**src/rtl/regfile_ctrl_pkg.sv**
```systemverilog
// Shared constants and state encoding for the register-file sequencer/arbiter.
package regfile_ctrl_pkg;

  localparam int RFC_NREG         = 15;
  localparam int RFC_ADDR_W       = 4;
  localparam int RFC_DATA_W       = 64;
  localparam int RFC_STARVE_LIMIT = 4;

  typedef enum logic [1:0] {
    RFC_INIT  = 2'd0,
    RFC_RUN   = 2'd1,
    RFC_FORCE = 2'd2
  } rfc_state_e;

endpackage

```
**src/rtl/regfile_ctrl_portsel.sv**
```systemverilog
// Combinational port selection for a debug access: which write port is idle and
// collision-free, and whether read port B is idle this cycle.
module regfile_ctrl_portsel #(
  parameter int ADDR_W = 4
) (
  input  logic [ADDR_W-1:0] i_dst_m,
  input  logic [ADDR_W-1:0] i_dst_e,
  input  logic [ADDR_W-1:0] i_src_b,
  input  logic [ADDR_W-1:0] i_addr,
  output logic              o_use_e,
  output logic              o_use_m,
  output logic              o_b_free
);

  localparam logic [ADDR_W-1:0] ANONE = '1;

  logic w_e_idle;
  logic w_m_idle;
  logic w_hit_m;
  logic w_hit_e;

  assign w_e_idle = (i_dst_e == ANONE);
  assign w_m_idle = (i_dst_m == ANONE);
  assign w_hit_m  = !w_m_idle && (i_addr == i_dst_m);
  assign w_hit_e  = !w_e_idle && (i_addr == i_dst_e);

  // Refusing a write that collides with the other port keeps per-address write order defined.
  assign o_use_e  = w_e_idle && !w_hit_m;
  assign o_use_m  = !o_use_e && w_m_idle && !w_hit_e;
  assign o_b_free = (i_src_b == ANONE);

endmodule

```
**src/rtl/regfile_ctrl.sv**
```systemverilog
// Sequencer and port arbiter in front of the Y86-64 register file: clears every
// register after reset, then passes the pipeline through and slots in debug accesses.
module regfile_ctrl
  import regfile_ctrl_pkg::*;
#(
  parameter int NREG         = RFC_NREG,
  parameter int ADDR_W       = RFC_ADDR_W,
  parameter int DATA_W       = RFC_DATA_W,
  parameter int STARVE_LIMIT = RFC_STARVE_LIMIT
) (
  input  logic              clk,
  input  logic              rst,
  input  logic [ADDR_W-1:0] W_dstM_i,
  input  logic [ADDR_W-1:0] W_dstE_i,
  input  logic [DATA_W-1:0] W_valM_i,
  input  logic [DATA_W-1:0] W_valE_i,
  input  logic [ADDR_W-1:0] d_srcA_i,
  input  logic [ADDR_W-1:0] d_srcB_i,
  output logic [ADDR_W-1:0] rf_dstM_o,
  output logic [ADDR_W-1:0] rf_dstE_o,
  output logic [DATA_W-1:0] rf_valM_o,
  output logic [DATA_W-1:0] rf_valE_o,
  output logic [ADDR_W-1:0] rf_srcA_o,
  output logic [ADDR_W-1:0] rf_srcB_o,
  input  logic [DATA_W-1:0] rf_rvalB_i,
  input  logic              dbg_req_i,
  input  logic              dbg_we_i,
  input  logic [ADDR_W-1:0] dbg_addr_i,
  input  logic [DATA_W-1:0] dbg_wdata_i,
  output logic              dbg_gnt_o,
  output logic              dbg_rvalid_o,
  output logic [DATA_W-1:0] dbg_rdata_o,
  output logic              stall_o,
  output logic              busy_o
);

  localparam int                WAIT_W    = $clog2(STARVE_LIMIT + 1);
  localparam logic [ADDR_W-1:0] ANONE     = '1;
  localparam logic [ADDR_W-1:0] INIT_LAST = ADDR_W'(NREG - 1);
  localparam logic [WAIT_W-1:0] WAIT_LAST = WAIT_W'(STARVE_LIMIT - 1);

  rfc_state_e        r_state;
  rfc_state_e        w_state_next;
  logic [ADDR_W-1:0] r_init_cnt;
  logic [WAIT_W-1:0] r_wait;
  logic              r_rvalid;
  logic [DATA_W-1:0] r_rdata;

  logic w_use_e;
  logic w_use_m;
  logic w_b_free;
  logic w_run_gnt;
  logic w_gnt;
  logic w_rd_gnt;
  logic w_starve;

  regfile_ctrl_portsel #(
    .ADDR_W(ADDR_W)
  ) u_portsel (
    .i_dst_m  (W_dstM_i),
    .i_dst_e  (W_dstE_i),
    .i_src_b  (d_srcB_i),
    .i_addr   (dbg_addr_i),
    .o_use_e  (w_use_e),
    .o_use_m  (w_use_m),
    .o_b_free (w_b_free)
  );

  assign w_run_gnt = dbg_req_i && (dbg_we_i ? (w_use_e || w_use_m) : w_b_free);
  assign w_gnt     = ((r_state == RFC_RUN) && w_run_gnt) || ((r_state == RFC_FORCE) && dbg_req_i);
  assign w_rd_gnt  = w_gnt && !dbg_we_i;
  assign w_starve  = (r_state == RFC_RUN) && dbg_req_i && !w_run_gnt && (r_wait == WAIT_LAST);

  always_ff @(posedge clk or posedge rst) begin
    if (rst) begin
      r_state <= RFC_INIT;
    end else begin
      r_state <= w_state_next;
    end
  end

  always_comb begin
    w_state_next = r_state;
    case (r_state)
      RFC_INIT:  if (r_init_cnt == INIT_LAST) w_state_next = RFC_RUN;
      RFC_RUN:   if (w_starve) w_state_next = RFC_FORCE;
      RFC_FORCE: w_state_next = RFC_RUN;
      default:   w_state_next = RFC_INIT;
    endcase
  end

  always_comb begin
    rf_dstM_o = W_dstM_i;
    rf_dstE_o = W_dstE_i;
    rf_valM_o = W_valM_i;
    rf_valE_o = W_valE_i;
    rf_srcA_o = d_srcA_i;
    rf_srcB_o = d_srcB_i;
    stall_o   = 1'b0;
    busy_o    = 1'b0;
    case (r_state)
      RFC_INIT: begin
        rf_dstE_o = r_init_cnt;
        rf_valE_o = '0;
        rf_dstM_o = ANONE;
        rf_srcA_o = ANONE;
        rf_srcB_o = ANONE;
        stall_o   = 1'b1;
        busy_o    = 1'b1;
      end
      RFC_FORCE: begin
        // Pipeline is held; its W-stage write replays once RUN resumes.
        stall_o   = 1'b1;
        rf_dstM_o = ANONE;
        rf_dstE_o = ANONE;
        rf_srcB_o = ANONE;
        if (w_gnt) begin
          if (dbg_we_i) begin
            rf_dstE_o = dbg_addr_i;
            rf_valE_o = dbg_wdata_i;
          end else begin
            rf_srcB_o = dbg_addr_i;
          end
        end
      end
      default: begin
        if (w_gnt) begin
          if (!dbg_we_i) begin
            rf_srcB_o = dbg_addr_i;
          end else if (w_use_e) begin
            rf_dstE_o = dbg_addr_i;
            rf_valE_o = dbg_wdata_i;
          end else begin
            rf_dstM_o = dbg_addr_i;
            rf_valM_o = dbg_wdata_i;
          end
        end
      end
    endcase
  end

  always_ff @(posedge clk or posedge rst) begin
    if (rst) begin
      r_init_cnt <= '0;
      r_wait     <= '0;
    end else begin
      r_init_cnt <= ((r_state == RFC_INIT) && (r_init_cnt != INIT_LAST)) ? r_init_cnt + 1'b1 : '0;
      if ((r_state == RFC_RUN) && dbg_req_i && !w_run_gnt && !w_starve) begin
        r_wait <= r_wait + 1'b1;
      end else begin
        r_wait <= '0;
      end
    end
  end

  // Address F is "no register", so its read returns zero whatever the file drives.
  always_ff @(posedge clk or posedge rst) begin
    if (rst) begin
      r_rvalid <= 1'b0;
      r_rdata  <= '0;
    end else begin
      r_rvalid <= w_rd_gnt;
      if (w_rd_gnt) begin
        r_rdata <= (dbg_addr_i == ANONE) ? '0 : rf_rvalB_i;
      end
    end
  end

  assign dbg_gnt_o    = w_gnt;
  assign dbg_rvalid_o = r_rvalid;
  assign dbg_rdata_o  = r_rdata;

endmodule

```
**config.mk**
```make
export PLATFORM = sky130hd
export DESIGN_NAME = regfile_ctrl
export DESIGN_NICKNAME = d
export VERILOG_FILES = /design/src/rtl/regfile_ctrl_pkg.sv /design/src/rtl/regfile_ctrl_portsel.sv /design/src/rtl/regfile_ctrl.sv
export SDC_FILE = /design/constraint.sdc
export NUM_CORES = 1
export LEC_CHECK = 0
export BUFFER_PORTS_ARGS = -buffer_cell sky130_fd_sc_hd__clkbuf_2
export CAP_MARGIN = 10
export CORE_AREA = 2 2 194 196
export DETAILED_ROUTE_END_ITERATION = 7
export DIE_AREA = 0 0 196 198
export GPL_TIMING_DRIVEN = 0
export MAX_ROUTING_LAYER = met4
export PLACE_DENSITY_LB_ADDON = 0.3
export SLEW_MARGIN = 20
export SYNTH_ARGS = -nofsm -noshare
export SYNTH_HDL_FRONTEND = slang
export SYNTH_SLANG_ARGS = --single-unit
```
**constraint.sdc**
```tcl
create_clock -name clk -period 2.14 [get_ports clk]
set_input_delay 0.214 -clock clk [delete_from_list [all_inputs] [get_ports clk]]
set_output_delay 0.214 -clock clk [all_outputs]
set_load 0.005 [all_outputs]
```
Word-level counts from Yosys, hierarchy flattened. Cells that the tools add are included.

Register bits after elaboration: 74. Input bits: 280. Output and inout port bits: 212. Word-level logic and storage cells: 82.

$add $sub $neg: 2. Equality and inequality tests: 13. Muxes and demuxes: 35. Reduce and logical (&&, ||, !) cells: 27.

Operators by type and width (count): 2-to-1 mux 64 bit (10); one-hot mux 64 bit (2 select lines) (1); 2-to-1 mux 4 bit (15); == test 4 bit, second input constant (5); one-hot mux 4 bit (2 select lines) (2); logical AND 1 bit (14); == test 4 bit (2); zero test 1 bit (8); one-hot mux 2 bit (3 select lines) (1); adder 4 x 1 -> 4 bit, second input constant (1); 2-to-1 mux 2 bit (2); != test 2 bit, second input constant (2); != test 4 bit, second input constant (1); adder 3 x 1 -> 3 bit, second input constant (1); == test 3 x 2 -> 1 bit, second input constant (1); 2-to-1 mux 1 bit (3); 2-to-1 mux 3 bit (1); == test 2 x 1 -> 1 bit, second input constant (1); == test 2 bit, second input constant (1); zero test 2 bit (1); logical OR 1 bit (2); AND reduction 2 bit (1); OR reduction 2 bit (1).

Longest topological paths before layout.
Word-level depth: 17. Gate-level depth with buffers: 8. Mapped depth without buffers: 6.

By module. From an unflattened synthesis, not the netlist that was laid out.

Cells, all modules: 542. Area total of the unflattened synthesis: 5601.6 µm².

By module, submodules not included: regfile_ctrl (times used 1, cells each 527, area an instance 5484.0 µm², seq. area each 1851.8 µm²); regfile_ctrl_portsel (times used 1, cells each 15, area an instance 117.6 µm², seq. area each 0.0 µm²).

Worst setup path before layout. Ideal clock, no wire load.

Path kind: register -> output. Start point: register r_state[0]. End point: output rf_valM_o[10]. Arrival time: 1.715 ns. Data required time: 1.926 ns. Slack: 0.211 ns. Cell stages (with the launch flop): 8. Buffers on the path: 2. Cell sequence: dfrtp_1 -> buf_2 -> nand3b_1 -> or2_2 -> nor2_1 -> nand3_4 -> buf_6 -> mux2_4.

Cells in the longest elaborated chain, start to end: 5.

RTL lines: start: declaration (line regfile_ctrl.sv:42) `rfc_state_e r_state;`; start signal: assignment (line regfile_ctrl.sv:78) `r_state <= w_state_next;`; == test 2 x 1 -> 1 bit / == test 2 bit (equally long branches) (line regfile_ctrl.sv:70, regfile_ctrl.sv:101); logical AND 1 bit (line regfile_ctrl.sv:70) `assign w_gnt = ((r_state == RFC_RUN) && w_run_gnt) || ((r_state == RFC_FORCE) && dbg_req_i);`; logical OR 1 bit (line regfile_ctrl.sv:70); 2-to-1 mux 64 bit (line regfile_ctrl.sv:127) `if (w_gnt) begin`; 2-to-1 mux 64 bit (*) (line regfile_ctrl.sv:101) `case (r_state)`; end: declaration (line regfile_ctrl.sv:21) `output logic [DATA_W-1:0] rf_valM_o,`.

Mark *: on every way between the ends. The rest lies on a longest branch, timed or not.

Final worst setup path.
Start point: register r_state[0]. End point: output rf_valM_o[42].

The elaborated chain is that of the path after synthesis.

==> flow_summary.toml <==
[clock_network]
cts_tree = "yes"
clock_latency_ns = 0.34
cts_buffers = 9
clock-sinks = 74
clk_pin_slew_ns = 0.07
htree_levels = 3
clockBufferDepth = 2
clockRootBuffer = "clkbuf_16"

[power_and_ir_drop]
leakage_nw = 5.72
p_per_area_nw_per_um2 = 744
vdd_drop_max_mv = 0.458

[run_status]
failed_checks = "setup timing"
outcome = "finished, violations left"

[drt]
drt_first_pass_iters = 5
wl_met3_um = 2500
highest_layer = "met4"
postRouteAntennaNets = 0
route.met2.wl_um = 17700
drt_iter0_markers = 445
drc = 0
met1_length_um = 14800
drt_wl_total_um = 35900
wire_per_inst_um = 20.4
vias_per_cell = 4.63
vias = 8178

[synth]
yosysTopAreaCell = "dfrtp_1"
yosysWarnings = 0
synth_edf_count = 0
synth_most_common_cell = "nand3_1"
synth_commonest_cells = "195 x nand3_1, 132 x nand2_1, 74 x dfrtp_1"
synth_area_leaders = "dfrtp_1 31%, nand3_1 16%, mux2_4 15%"
netlist_instances = 757
ys_ff_latch = 74
synth-async-reset-ratio_pct = 100
synth_nets = 1041
ys_seq_area_share_pct = 30.6
synth.distinct_cells = 42
syn-mean-instance-area_um2 = 7.99
synth.top_cell.area_share_pct = 30.6
ys.flop_type = "dfrtp_1"
netlist_area_um2 = 6050

[timing]
timing.final.crit_share_pct = 112
tightest_slew_ns = 0.683
timing.fmax_mhz = 419
report.final.slew_viol_count = 0
fin_tns_setup_ns = -24.57
rsz0062_at_grt = "yes"
finClkSkew_ns = 0.00728
setup_viol = 136
setup_ws_ns = -0.247
slew_headroom_pct = 54.4
hold_violations = 0
fin_crit_ns = 2.39

[grt]
antenna_found_initial = 5
grt_pass1_wl_um = 48300
grt_max_degree = 39
grt_pass1_vias = 7819
grtUsageTotal_pct = 17.0
grt_remaining_overflow = 0

[worst_setup_path]
end_kind = "primary output"
cp_max_fo = 9
required_ns = 1.93
cp.arrival_ns = 2.17
setup.worst_path.start_class = "register"
crit_type = "register to primary output"

[layout]
multiInputGateArea_um2 = 4310
final_layout_size_suffix_gt1_share_pct = 57.6
area_growth_pct = 75.4
finalNetCount = 1566
fin_area_um2 = 10600
seq_area_um2 = 1850
num-fill-cells = 4043
fin_util_pct = 28.7

[placed_design]
gp_congestion = 0.836
dp_slack_ns = -0.811
placedInstanceArea_um2 = 9110
port_buffers = 485
hpwl_um = 28200

[job]
maxCapViolations = 0

[floorplan]
dieArea_um2 = 38800
die_y_um = 198
ioPinCount = 492
fp-row-count = 71
die_x_um = 196
core_area_um2 = 37000
initial_core_util_pct = 16.4

[min_path]
holdCritPathClass = "input pin to register"
==> layer usage <==
metal,vias up,track usage [%]
li1,3822,-
met1,3908,20.3
met2,400,28.9
met3,48,3.36
met4,0,5.61
met5,-,-
==> per-stage QoR <==
| stage | total power, mW | instances | hold slack [ns] |
|---|---|---|---|
| global placement | 5.78 | 1716 | 0.435 |
| finish | 7.90 | 1765 | 0.0873 |
| CTS | 7.62 | 1749 | 0.0715 |
| detailed placement | 5.82 | 1718 | 0.271 |
| global route | 8.45 | 1765 | 0.0834 |
| floorplan | 3.77 | 757 | 0.350 |
==> logic make-up after synthesis <==
family / share of synthesized area (%)
AND/OR/NAND/NOR: 27.7
buffers and inverters: 6.12
multiplexers: 15.8
flip-flops: 30.6
AO/OA/AOI/OAI: 17.8
XOR/XNOR: 1.16
adder cells (fa/ha/maj): 0.827
==> what timing repair did <==
action | in CTS | in global routing
setup buffers | 15 | 4
gates resized for setup | 64 | 198
cloned | 0 | 8
pin swaps | 6 | 39
hold endpoints to repair | 36 | 0
setup endpoints to repair | 206 | 199
hold buffers | 1 | 0
==> worst max-delay path, stage by stage (launching register included) <==
cell and delay [ns]:
dfrtp_1 0.34, buf_6 0.13, nand3b_1 0.10, or2_4 0.26
nor2_4 0.10, nand3_4 0.09, buf_12 0.17, buf_16 0.16
mux2_4 0.34, clkbuf_2 0.13
==> power breakdown <==
part | leakage (nW) | internal [mW] | switching, mW | total [mW]
registers | 0.935 | 1.88 | 0.290 | 2.17
logic | 4.64 | 1.83 | 2.28 | 4.11
clock network | 0.149 | 0.925 | 0.686 | 1.61
==> registers in the layout, summed over array words and instances, names as in the netlist <==
register,cells
dbg_rdata_o,64
r_state,2
r_wait,3
dbg_rvalid_o,1
r_init_cnt,4
==> final timing paths <==
| check | start | end | slack, ns | cells after the start |
|---|---|---|---|---|
| max | r_state[0] | rf_valM_o[42] | -0.25 | 9 |
| min | rf_rvalB_i[53] | dbg_rdata_o[53] | 0.09 | 3 |
| max reg2reg | r_state[0] | dbg_rdata_o[63] | 0.21 | 9 |
| min reg2reg | r_wait[0] | r_wait[0] | 0.44 | 1 |
| max in group asynchronous | rst | dbg_rdata_o[14] | 1.10 | 4 |
| min in group asynchronous | rst | dbg_rdata_o[53] | 0.45 | 3 |
==> layout by cell type (no fill, tap or decap), types with 4 or more instances in the layout <==
cell,Yosys,routed
clkbuf_2,0,463
nand2_1,132,132
nand3_1,195,121
dfrtp_1,74,74
nand3_2,0,71
o21ai_0,72,67
a22oi_1,64,64
mux2_4,60,60
buf_2,11,40
buf_6,7,20
clkbuf_1,47,20
clkbuf_16,0,17
buf_4,0,15
buf_8,0,10
buf_12,0,9
nor2_1,10,8
o21ai_1,1,6
xor2_1,6,6
diode_2,0,4
inv_1,5,4
o22ai_1,4,4
o211ai_1,4,4
o22a_1,4,4
nand3_4,1,4
mux2_2,4,4
or2_2,5,4
a2bb2oi_1,4,4
ha_1,4,4
==> area by class of cell <==
type                            count  area share, %
Tap cell                          474           5.59
Clock inverter                      7          0.790
Multi-Input combinational cell    602           40.6
Antenna cell                        4         0.0943
Timing Repair Buffer              515           28.0
Buffer                             75           5.19
Clock buffer                        9           2.12
Sequential cell                    74           17.4
Inverter                            5          0.200
Note: power is estimated with default switching activity, not from simulation.
